File: src/rtl/swc_ctrl_if.sv
// Command, digit-feedback and control/status bundle between swc_ctrl and its surroundings.
interface swc_ctrl_if;
    // commands from button logic
    logic        swcc_start;
    logic        swcc_stop;
    logic        swcc_clear;
    logic        swcc_lap;
    logic        swcc_dir;
    // digit feedback, q0 = units
    logic [3:0]  swcc_q0;
    logic [3:0]  swcc_q1;
    logic [3:0]  swcc_q2;
    logic [3:0]  swcc_q3;
    // digit controls and status
    logic [3:0]  swcc_en;
    logic        swcc_rst_o;
    logic        swcc_sel;
    logic        swcc_dsel;
    logic [15:0] swcc_disp;
    logic        swcc_run;
    logic        swcc_done;
    logic        swcc_frz;

    modport master (
        output swcc_start, swcc_stop, swcc_clear, swcc_lap, swcc_dir,
        output swcc_q0, swcc_q1, swcc_q2, swcc_q3,
        input  swcc_en, swcc_rst_o, swcc_sel, swcc_dsel, swcc_disp,
        input  swcc_run, swcc_done, swcc_frz
    );

    modport slave (
        input  swcc_start, swcc_stop, swcc_clear, swcc_lap, swcc_dir,
        input  swcc_q0, swcc_q1, swcc_q2, swcc_q3,
        output swcc_en, swcc_rst_o, swcc_sel, swcc_dsel, swcc_disp,
        output swcc_run, swcc_done, swcc_frz
    );
endinterface

File: src/rtl/swc_ctrl.sv
// Stopwatch/timer controller: sequences four BCD digit counters, generates the
// count tick, detects terminal count and provides a lap-freezable display.
module swc_ctrl #(
    parameter int unsigned TICK_DIV = 100000
) (
    input  logic       swcc_clk,
    input  logic       swcc_rst_n,
    swc_ctrl_if.slave  bus
);

    localparam int unsigned PscW = (TICK_DIV > 1) ? $clog2(TICK_DIV) : 1;
    localparam logic [PscW-1:0] PscMax = PscW'(TICK_DIV - 1);

    typedef enum logic [2:0] {StClear, StIdle, StRun, StPause, StDone} state_e;

    state_e          state;
    logic            dir_r;
    logic [PscW-1:0] psc;
    logic [15:0]     lap_r;
    logic            frozen;

    logic [3:0] term;
    logic [3:0] at_t;
    logic       all_t;
    logic       tick;
    logic       lap_go;
    logic [3:0] en;

    // Tick, terminal-digit detection and the ripple enable chain.
    always_comb begin
        term    = dir_r ? 4'd9 : 4'd0;
        at_t[0] = (bus.swcc_q0 == term);
        at_t[1] = (bus.swcc_q1 == term);
        at_t[2] = (bus.swcc_q2 == term);
        at_t[3] = (bus.swcc_q3 == term);
        all_t   = &at_t;
        tick    = (state == StRun) && (psc == PscMax);
        // lap acts only when no higher-priority command shares the cycle
        lap_go  = bus.swcc_lap & ~bus.swcc_clear & ~bus.swcc_stop & ~bus.swcc_start;
        en      = 4'b0000;
        // a tick at full terminal count enables nothing, so digits never wrap
        en[0]   = tick & ~all_t;
        en[1]   = en[0] & at_t[0];
        en[2]   = en[1] & at_t[1];
        en[3]   = en[2] & at_t[2];
    end

    // Control FSM with prescaler, direction latch and lap snapshot.
    always_ff @(posedge swcc_clk or negedge swcc_rst_n) begin
        if (!swcc_rst_n) begin
            state  <= StClear;
            dir_r  <= 1'b1;
            psc    <= '0;
            lap_r  <= '0;
            frozen <= 1'b0;
        end else begin
            unique case (state)
                StClear: begin
                    dir_r  <= bus.swcc_dir;
                    frozen <= 1'b0;
                    psc    <= '0;
                    state  <= StIdle;
                end
                StIdle: begin
                    if (bus.swcc_clear)      state <= StClear;
                    else if (bus.swcc_start) state <= StRun;
                end
                StRun: begin
                    psc <= (psc == PscMax) ? '0 : psc + PscW'(1);
                    if (bus.swcc_clear)     state <= StClear;
                    else if (bus.swcc_stop) state <= StPause;
                    else if (tick && all_t) state <= StDone;
                    if (lap_go) begin
                        if (frozen) begin
                            frozen <= 1'b0;
                        end else begin
                            lap_r  <= {bus.swcc_q3, bus.swcc_q2, bus.swcc_q1, bus.swcc_q0};
                            frozen <= 1'b1;
                        end
                    end
                end
                StPause: begin
                    if (bus.swcc_clear)      state <= StClear;
                    else if (bus.swcc_start) state <= StRun;
                end
                StDone: begin
                    if (bus.swcc_clear) begin
                        state <= StClear;
                    end else if (lap_go) begin
                        if (frozen) begin
                            frozen <= 1'b0;
                        end else begin
                            lap_r  <= {bus.swcc_q3, bus.swcc_q2, bus.swcc_q1, bus.swcc_q0};
                            frozen <= 1'b1;
                        end
                    end
                end
                default: state <= StClear;
            endcase
        end
    end

    assign bus.swcc_en    = en;
    assign bus.swcc_rst_o = (state == StClear);
    assign bus.swcc_sel   = 1'b1;
    // During CLEAR the digits preload using the direction being latched, not the old one.
    assign bus.swcc_dsel  = (state == StClear) ? bus.swcc_dir : dir_r;
    assign bus.swcc_disp  = frozen ? lap_r
                                   : {bus.swcc_q3, bus.swcc_q2, bus.swcc_q1, bus.swcc_q0};
    assign bus.swcc_run   = (state == StRun);
    assign bus.swcc_done  = (state == StDone);
    assign bus.swcc_frz   = frozen;

endmodule

File: src/flat_wrapper.sv
// flat-port wrapper written by rule: the top's interface ports become plain ports
module swc_ctrl_flat 
#(
    parameter int unsigned TICK_DIV = 100000
)
  (swcc_clk, swcc_rst_n, bus_swcc_start, bus_swcc_stop, bus_swcc_clear, bus_swcc_lap, bus_swcc_dir, bus_swcc_q0, bus_swcc_q1, bus_swcc_q2, bus_swcc_q3, bus_swcc_en, bus_swcc_rst_o, bus_swcc_sel, bus_swcc_dsel, bus_swcc_disp, bus_swcc_run, bus_swcc_done, bus_swcc_frz);
  swc_ctrl_if bus_i ();
  input  logic swcc_clk;
  input  logic swcc_rst_n;
  input wire logic [$bits(bus_i.swcc_start)-1:0] bus_swcc_start;
  input wire logic [$bits(bus_i.swcc_stop)-1:0] bus_swcc_stop;
  input wire logic [$bits(bus_i.swcc_clear)-1:0] bus_swcc_clear;
  input wire logic [$bits(bus_i.swcc_lap)-1:0] bus_swcc_lap;
  input wire logic [$bits(bus_i.swcc_dir)-1:0] bus_swcc_dir;
  input wire logic [$bits(bus_i.swcc_q0)-1:0] bus_swcc_q0;
  input wire logic [$bits(bus_i.swcc_q1)-1:0] bus_swcc_q1;
  input wire logic [$bits(bus_i.swcc_q2)-1:0] bus_swcc_q2;
  input wire logic [$bits(bus_i.swcc_q3)-1:0] bus_swcc_q3;
  output wire logic [$bits(bus_i.swcc_en)-1:0] bus_swcc_en;
  output wire logic [$bits(bus_i.swcc_rst_o)-1:0] bus_swcc_rst_o;
  output wire logic [$bits(bus_i.swcc_sel)-1:0] bus_swcc_sel;
  output wire logic [$bits(bus_i.swcc_dsel)-1:0] bus_swcc_dsel;
  output wire logic [$bits(bus_i.swcc_disp)-1:0] bus_swcc_disp;
  output wire logic [$bits(bus_i.swcc_run)-1:0] bus_swcc_run;
  output wire logic [$bits(bus_i.swcc_done)-1:0] bus_swcc_done;
  output wire logic [$bits(bus_i.swcc_frz)-1:0] bus_swcc_frz;
  assign bus_i.swcc_start = bus_swcc_start;
  assign bus_i.swcc_stop = bus_swcc_stop;
  assign bus_i.swcc_clear = bus_swcc_clear;
  assign bus_i.swcc_lap = bus_swcc_lap;
  assign bus_i.swcc_dir = bus_swcc_dir;
  assign bus_i.swcc_q0 = bus_swcc_q0;
  assign bus_i.swcc_q1 = bus_swcc_q1;
  assign bus_i.swcc_q2 = bus_swcc_q2;
  assign bus_i.swcc_q3 = bus_swcc_q3;
  assign bus_swcc_en = bus_i.swcc_en;
  assign bus_swcc_rst_o = bus_i.swcc_rst_o;
  assign bus_swcc_sel = bus_i.swcc_sel;
  assign bus_swcc_dsel = bus_i.swcc_dsel;
  assign bus_swcc_disp = bus_i.swcc_disp;
  assign bus_swcc_run = bus_i.swcc_run;
  assign bus_swcc_done = bus_i.swcc_done;
  assign bus_swcc_frz = bus_i.swcc_frz;
  swc_ctrl #(.TICK_DIV(TICK_DIV)) u_core (.swcc_clk(swcc_clk), .swcc_rst_n(swcc_rst_n), .bus(bus_i));
endmodule
File: config.mk
export PLATFORM = sky130hd
export DESIGN_NAME = swc_ctrl_flat
export DESIGN_NICKNAME = d
export VERILOG_FILES = /design/src/rtl/swc_ctrl_if.sv /design/src/rtl/swc_ctrl.sv /design/src/flat_wrapper.sv
export SDC_FILE = /design/constraint.sdc
export NUM_CORES = 1
export LEC_CHECK = 0
export BUFFER_PORTS_ARGS = -buffer_cell sky130_fd_sc_hd__buf_2
export CAP_MARGIN = 0
export CELL_PAD_IN_SITES_DETAIL_PLACEMENT = 1
export CELL_PAD_IN_SITES_GLOBAL_PLACEMENT = 2
export CORE_UTILIZATION = 36
export DETAILED_ROUTE_END_ITERATION = 8
export GPL_TIMING_DRIVEN = 0
export MAX_ROUTING_LAYER = met4
export PLACE_DENSITY = 0.83
export SLEW_MARGIN = 40
export SYNTH_ARGS = -nofsm -noshare
export SYNTH_HDL_FRONTEND = slang
export SYNTH_SLANG_ARGS = --single-unit
export TNS_END_PERCENT = 20
File: constraint.sdc
create_clock -name swcc_clk -period 2.89 [get_ports swcc_clk]
set_clock_uncertainty 0.1 [all_clocks]
set_input_delay 0.4335 -clock swcc_clk [delete_from_list [all_inputs] [get_ports swcc_clk]]
set_output_delay 0.4335 -clock swcc_clk [all_outputs]
set_load 0.005 [all_outputs]
Word level (Yosys, flattened, before mapping)
Index checks and enable logic that the tools add are counted.
{"block": "word_totals", "reg_bits": 38, "in_bits": 23, "output_inout_bits": 26, "wordCells": 60}
{"block": "classes", "add_sub_neg": 1, "n_eq_ne": 13, "mux": 19, "bitwise": 11, "reduce_logical": 11}
{"operator": "two-way mux 16 bit", "count": 3}
{"operator": "one-hot mux 17 bit (2 select lines)", "count": 1}
{"operator": "one-hot mux 16 bit (2 select lines)", "count": 1}
{"operator": "two-way mux 3 bit", "count": 6}
{"operator": "adder 17 x 1 -> 17 bit, second input constant", "count": 1}
{"operator": "== test 17 bit, second input constant", "count": 1}
{"operator": "two-way mux 17 bit", "count": 1}
{"operator": "== test 4 bit", "count": 4}
{"operator": "one-hot mux 3 bit (4 select lines)", "count": 1}
{"operator": "bitwise AND 1 bit", "count": 7}
{"operator": "== test 3 x 2 -> 1 bit, second input constant", "count": 2}
{"operator": "two-way mux 1 bit", "count": 4}
{"operator": "two-way mux 4 bit", "count": 1}
{"operator": "inequality test 2 bit, second input constant", "count": 2}
{"operator": "inequality test 4 x 3 -> 1 bit, second input constant", "count": 1}
{"operator": "inverter 1 bit", "count": 4}
{"operator": "AND reduction 2 bit", "count": 2}
{"operator": "AND reduction 4 bit", "count": 1}
{"operator": "nonzero test 2 bit", "count": 2}
{"operator": "== test 3 x 1 -> 1 bit, second input constant", "count": 1}
{"operator": "== test 3 bit, second input constant", "count": 1}
{"operator": "zero test 3 bit", "count": 1}
{"operator": "inequality test 3 x 1 -> 1 bit, second input constant", "count": 1}
{"operator": "one-hot mux 1 bit (3 select lines)", "count": 1}
{"operator": "4 further kinds", "count": 5}

Logic depth before layout (Yosys ltp)
{"block": "depth", "word_depth": 8, "ltp_mapped": 8, "ltp_nobuf": 6}

Least setup slack after synthesis
OpenSTA, ideal clock, no wires.
{"block": "synth_timing", "path_type": "input port to output port", "startpoint": "in bus_swcc_q1[3]", "endpoint": "out bus_swcc_en[0]", "arrival_time_ns": 1.537, "required_time_ns": 2.357, "slack_ns": 0.820, "stages": 5, "path_buffers": 0, "cell_sequence": "or3_1 > a211oi_1 > nand3_1 > o311ai_2 > inv_1"}
{"block": "synth_via", "elab_chain_cells": 4}
{"element": "start: declaration", "line": "flat_wrapper.sv:16", "rtl": "input wire logic [$bits(bus_i.swcc_q1)-1:0] bus_swcc_q1;"}
{"element": "== test 4 bit", "line": "swc_ctrl.sv:33", "rtl": "at_t[1] = (bus.swcc_q1 == term);"}
{"element": "AND reduction 4 bit", "line": "swc_ctrl.sv:36", "rtl": "all_t = &at_t;"}
{"element": "inverter 1 bit", "line": "swc_ctrl.sv:42", "rtl": "en[0] = tick & ~all_t;"}
{"element": "bitwise AND 1 bit", "line": "swc_ctrl.sv:42"}
{"element": "end: declaration", "line": "flat_wrapper.sv:19", "rtl": "output wire logic [$bits(bus_i.swcc_en)-1:0] bus_swcc_en;"}
No other way between the ends.

Final worst setup path
{"block": "layout_timing", "startpoint": "reg u_core.state[2]", "endpoint": "out bus_swcc_dsel"}
{"block": "layout_via", "elab_chain_cells": 2}
{"element": "start: declaration", "line": "swc_ctrl.sv:16", "rtl": "state_e state;"}
{"element": "start signal: assignment", "line": "swc_ctrl.sv:51", "rtl": "state <= StClear;"}
{"element": "start signal: assignment", "line": "swc_ctrl.sv:62", "rtl": "state <= StIdle;"}
{"element": "start signal: assignment", "line": "swc_ctrl.sv:65", "rtl": "if (bus.swcc_clear) state <= StClear;"}
{"element": "zero test 3 bit", "line": "swc_ctrl.sv:107", "rtl": "assign bus.swcc_dsel = (state == StClear) ? bus.swcc_dir : dir_r;"}
{"element": "two-way mux 1 bit", "line": "swc_ctrl.sv:107"}
{"element": "end: declaration", "line": "flat_wrapper.sv:22", "rtl": "output wire logic [$bits(bus_i.swcc_dsel)-1:0] bus_swcc_dsel;"}
No other way between the ends.

==> results.toml <==
[run_status]
outcome = "complete, no violations"

[critical_path]
worstPathArrival_ns = 2.10
crit_path_end_kind = "output port"
worstPathCellList = "buf_2, or2_2, clkbuf_1, nor2_1, mux2_2, buf_2"
cp-start-kind = "flop"
required_ns = 2.36
r2r_cells = 7
max_stage_delay_ns = 0.37
cp_common_cell = "buf_2"
crit_path_top_delay_cell = "mux2_2"
worstPathMaxFanout = 8
critical_path_class = "flop to output port"

[timing]
final_hold_viol_count = 0
period_needed_ns = 2.63
min_period_over_period_pct = 91.0
tightestPinTransition_ns = 0.513
maxSlewViolCount = 0
fin_setup_tns_ns = 0
setup_viol = 0
rsz0062_at_grt = "no"
clock.fmax_ghz = 0.380
relSlewSlack_pct = 65.8

[pwr]
p_clk_share_pct = 24.8
p_switching_mw = 0.507
vdd_drop_max_uv = 266
power_frac_comb_pct = 30.1
internal_power_mw = 1.04
cellLeakagePower_nw = 1.21
swShare_pct = 32.8
pwr-share-seq_pct = 45.1
power_density_nw_per_um2 = 585

[worst_hold_path]
worstHoldPathType = "input pin to asynchronous set/reset pin"

[drt]
first_pass_iters = 4
antenna_left = 0
routed_wl_microns = 5800
vias = 1899
routed_via_density = 5.41
drc = 0
drt-initial-drc-count = 95
avgRoutedWirePerCell_microns = 16.5

[job]
max_cap_viol_count = 0

[die]
die_y_microns = 80.5
dieArea_sq_um = 6480
num_io_pins = 49
core_sq_um = 5920
initial_core_util_pct = 37.5
num_rows = 28
die_width_microns = 80.5

[synthesis]
synth_area_sq_um = 2220
syn_inst = 221
synth_cell_types = 44
ys_seq_elements = 38
netlist.area_leader.share_pct = 41.7
ys_async_sr_fraction_pct = 100
synth_nets = 245
yosys.area.top_type = "dfrtp_1"
ys.flop_type = "dfrtp_1"
syn_avg_cell_area_sq_um = 10.0
yosys_warnings = 0
synth_area_leaders = "dfrtp_1 42%, mux2_2 17%, nand2_1 3.9%"
yosysSeqAreaShare_pct = 42.9
synth_edf_count = 0

[grt]
grt_antenna_before_repair = 0
grt_overflow = 0
grt_pass1_wl_microns = 9800
grt_max_degree = 39
grt_use_total_pct = 20.5
grt_pass1_vias = 1996

[cells_and_area]
area_growth_syn_to_layout_pct = 19.0
drive_gt1_share_pct = 38.8
nFillCells = 694
final_cell_mix = "51 x buf_2, 37 x dfrtp_1, 34 x mux2_2"
post-route-util_pct = 44.6
diodes = 0
layout_commonest_cell = "buf_2"
final_nets = 299

[clock_tree]
worstSkewPairLatency_ns = 0.29
htree_levels = 2
tritoncts = "built"
clock_path_buffers = 2
cts_setup_buffers = 0
hold_buffers = 0
cts_sinks = 38
path_clk_slew_ns = 0.08
cts_buffers = 5
cts-root-buf = "clkbuf_8"
ctsResizeCount = 0

[placement]
port_buffers = 47
dp_hpwl_microns = 4270
routabilityCongestion = 0.750
## cell usage after synthesis (all sizes together) (2+ instances only)
library cell,n
and4,2
buf,9
nand3,17
or2,2
a22o,2
and2,2
nor3,4
nand2,23
mux2,34
o21ai,9
nand2b,2
nor4,2
dfrtp,37
nand4,6
a21oi,7
a31oi,2
clkbuf,3
nor4b,3
or3,5
inv,4
a21o,3
o311ai,8
and3,5
nor2,17
## power by group through the flow
stage               registers (mW)  clock network (mW)  logic [mW]
global route                 0.708               0.417       0.522
detailed placement           0.706                   0       0.474
finish                       0.697               0.384       0.466
CTS                          0.695               0.400       0.476
global placement             0.699                   0       0.460
floorplan                    0.683                   0       0.314
## flip-flops by register name, summed over array words and instances, names as in the netlist
signal and cells:
u_core.lap_r 16, u_core.bus.swcc_frz 1, u_core.psc 17, u_core.state 3, u_core.dir_r 1
## path summary, 6_finish.rpt
| kind | from | endpoint | slack, ns |
|---|---|---|---|
| min reg2reg | u_core.lap_r[8] | u_core.lap_r[8] | 0.40 |
| max in group asynchronous | swcc_rst_n | u_core.dir_r | 2.31 |
| max reg2reg | u_core.psc[0] | u_core.psc[8] | 0.86 |
| min in group swcc_clk | bus_swcc_dir | u_core.dir_r | 0.30 |
| max | u_core.state[2] | bus_swcc_dsel | 0.26 |
| min | swcc_rst_n | u_core.lap_r[2] | 0.01 |
## kinds of logic after synthesis
logic type               after synthesis  share of synthesized area (%)
AND/OR/NAND/NOR                       92                           22.3
flip-flops                            38                           42.9
AO/OA/AOI/OAI                         36                           11.5
multiplexers                          35                           17.7
buffers and inverters                 16                           4.00
adder cells (fa/ha/maj)                2                           1.01
other                                  1                          0.169
XOR/XNOR                               1                          0.395
## through the flow
| step | instance area, sq um | cells | power (mW) | hold slack, ns | worst slack (ns) |
|---|---|---|---|---|---|
| 6_report | 2640 | 351 | 1.55 | 0.0106 | 0.259 |
| 5_1_grt | 2640 | 351 | 1.65 | 0.0528 | 0.141 |
| 4_1_cts | 2640 | 351 | 1.57 | 0.0248 | 0.229 |
| 2_1_floorplan | 2220 | 221 | 0.996 | 0.0379 | 0.820 |
| 3_3_place_gp | 2550 | 343 | 1.16 | 0.383 | 0.359 |
| 3_5_place_dp | 2550 | 343 | 1.18 | 0.345 | 0.362 |
## metal layers
layer  wire length, microns  GRT usage [%]
met1                   2630           24.0
met2                   2870           36.3
met3                    241           3.64
met4                     59           4.82
met5                      0              -
## critical path, delay by kind of cell, from the launching register on
| family | cells | cell delay, ns |
|---|---|---|
| buffers and inverters | 3 | 0.53 |
| DFF | 1 | 0.36 |
| muxes | 1 | 0.37 |
| and+or+nand+nor | 2 | 0.54 |
## layout make-up
cell class | count | area, sq um | area share (%)
Tap cell | 75 | 93.8 | 3.55
Sequential cell | 38 | 952 | 36.0
Multi-Input combinational cell | 167 | 1180 | 44.6
Buffer | 12 | 73.8 | 2.79
Clock buffer | 8 | 90.1 | 3.41
Timing Repair Buffer | 47 | 238 | 9.00
Inverter | 4 | 15.0 | 0.568
(Power assumes the default switching activity.)
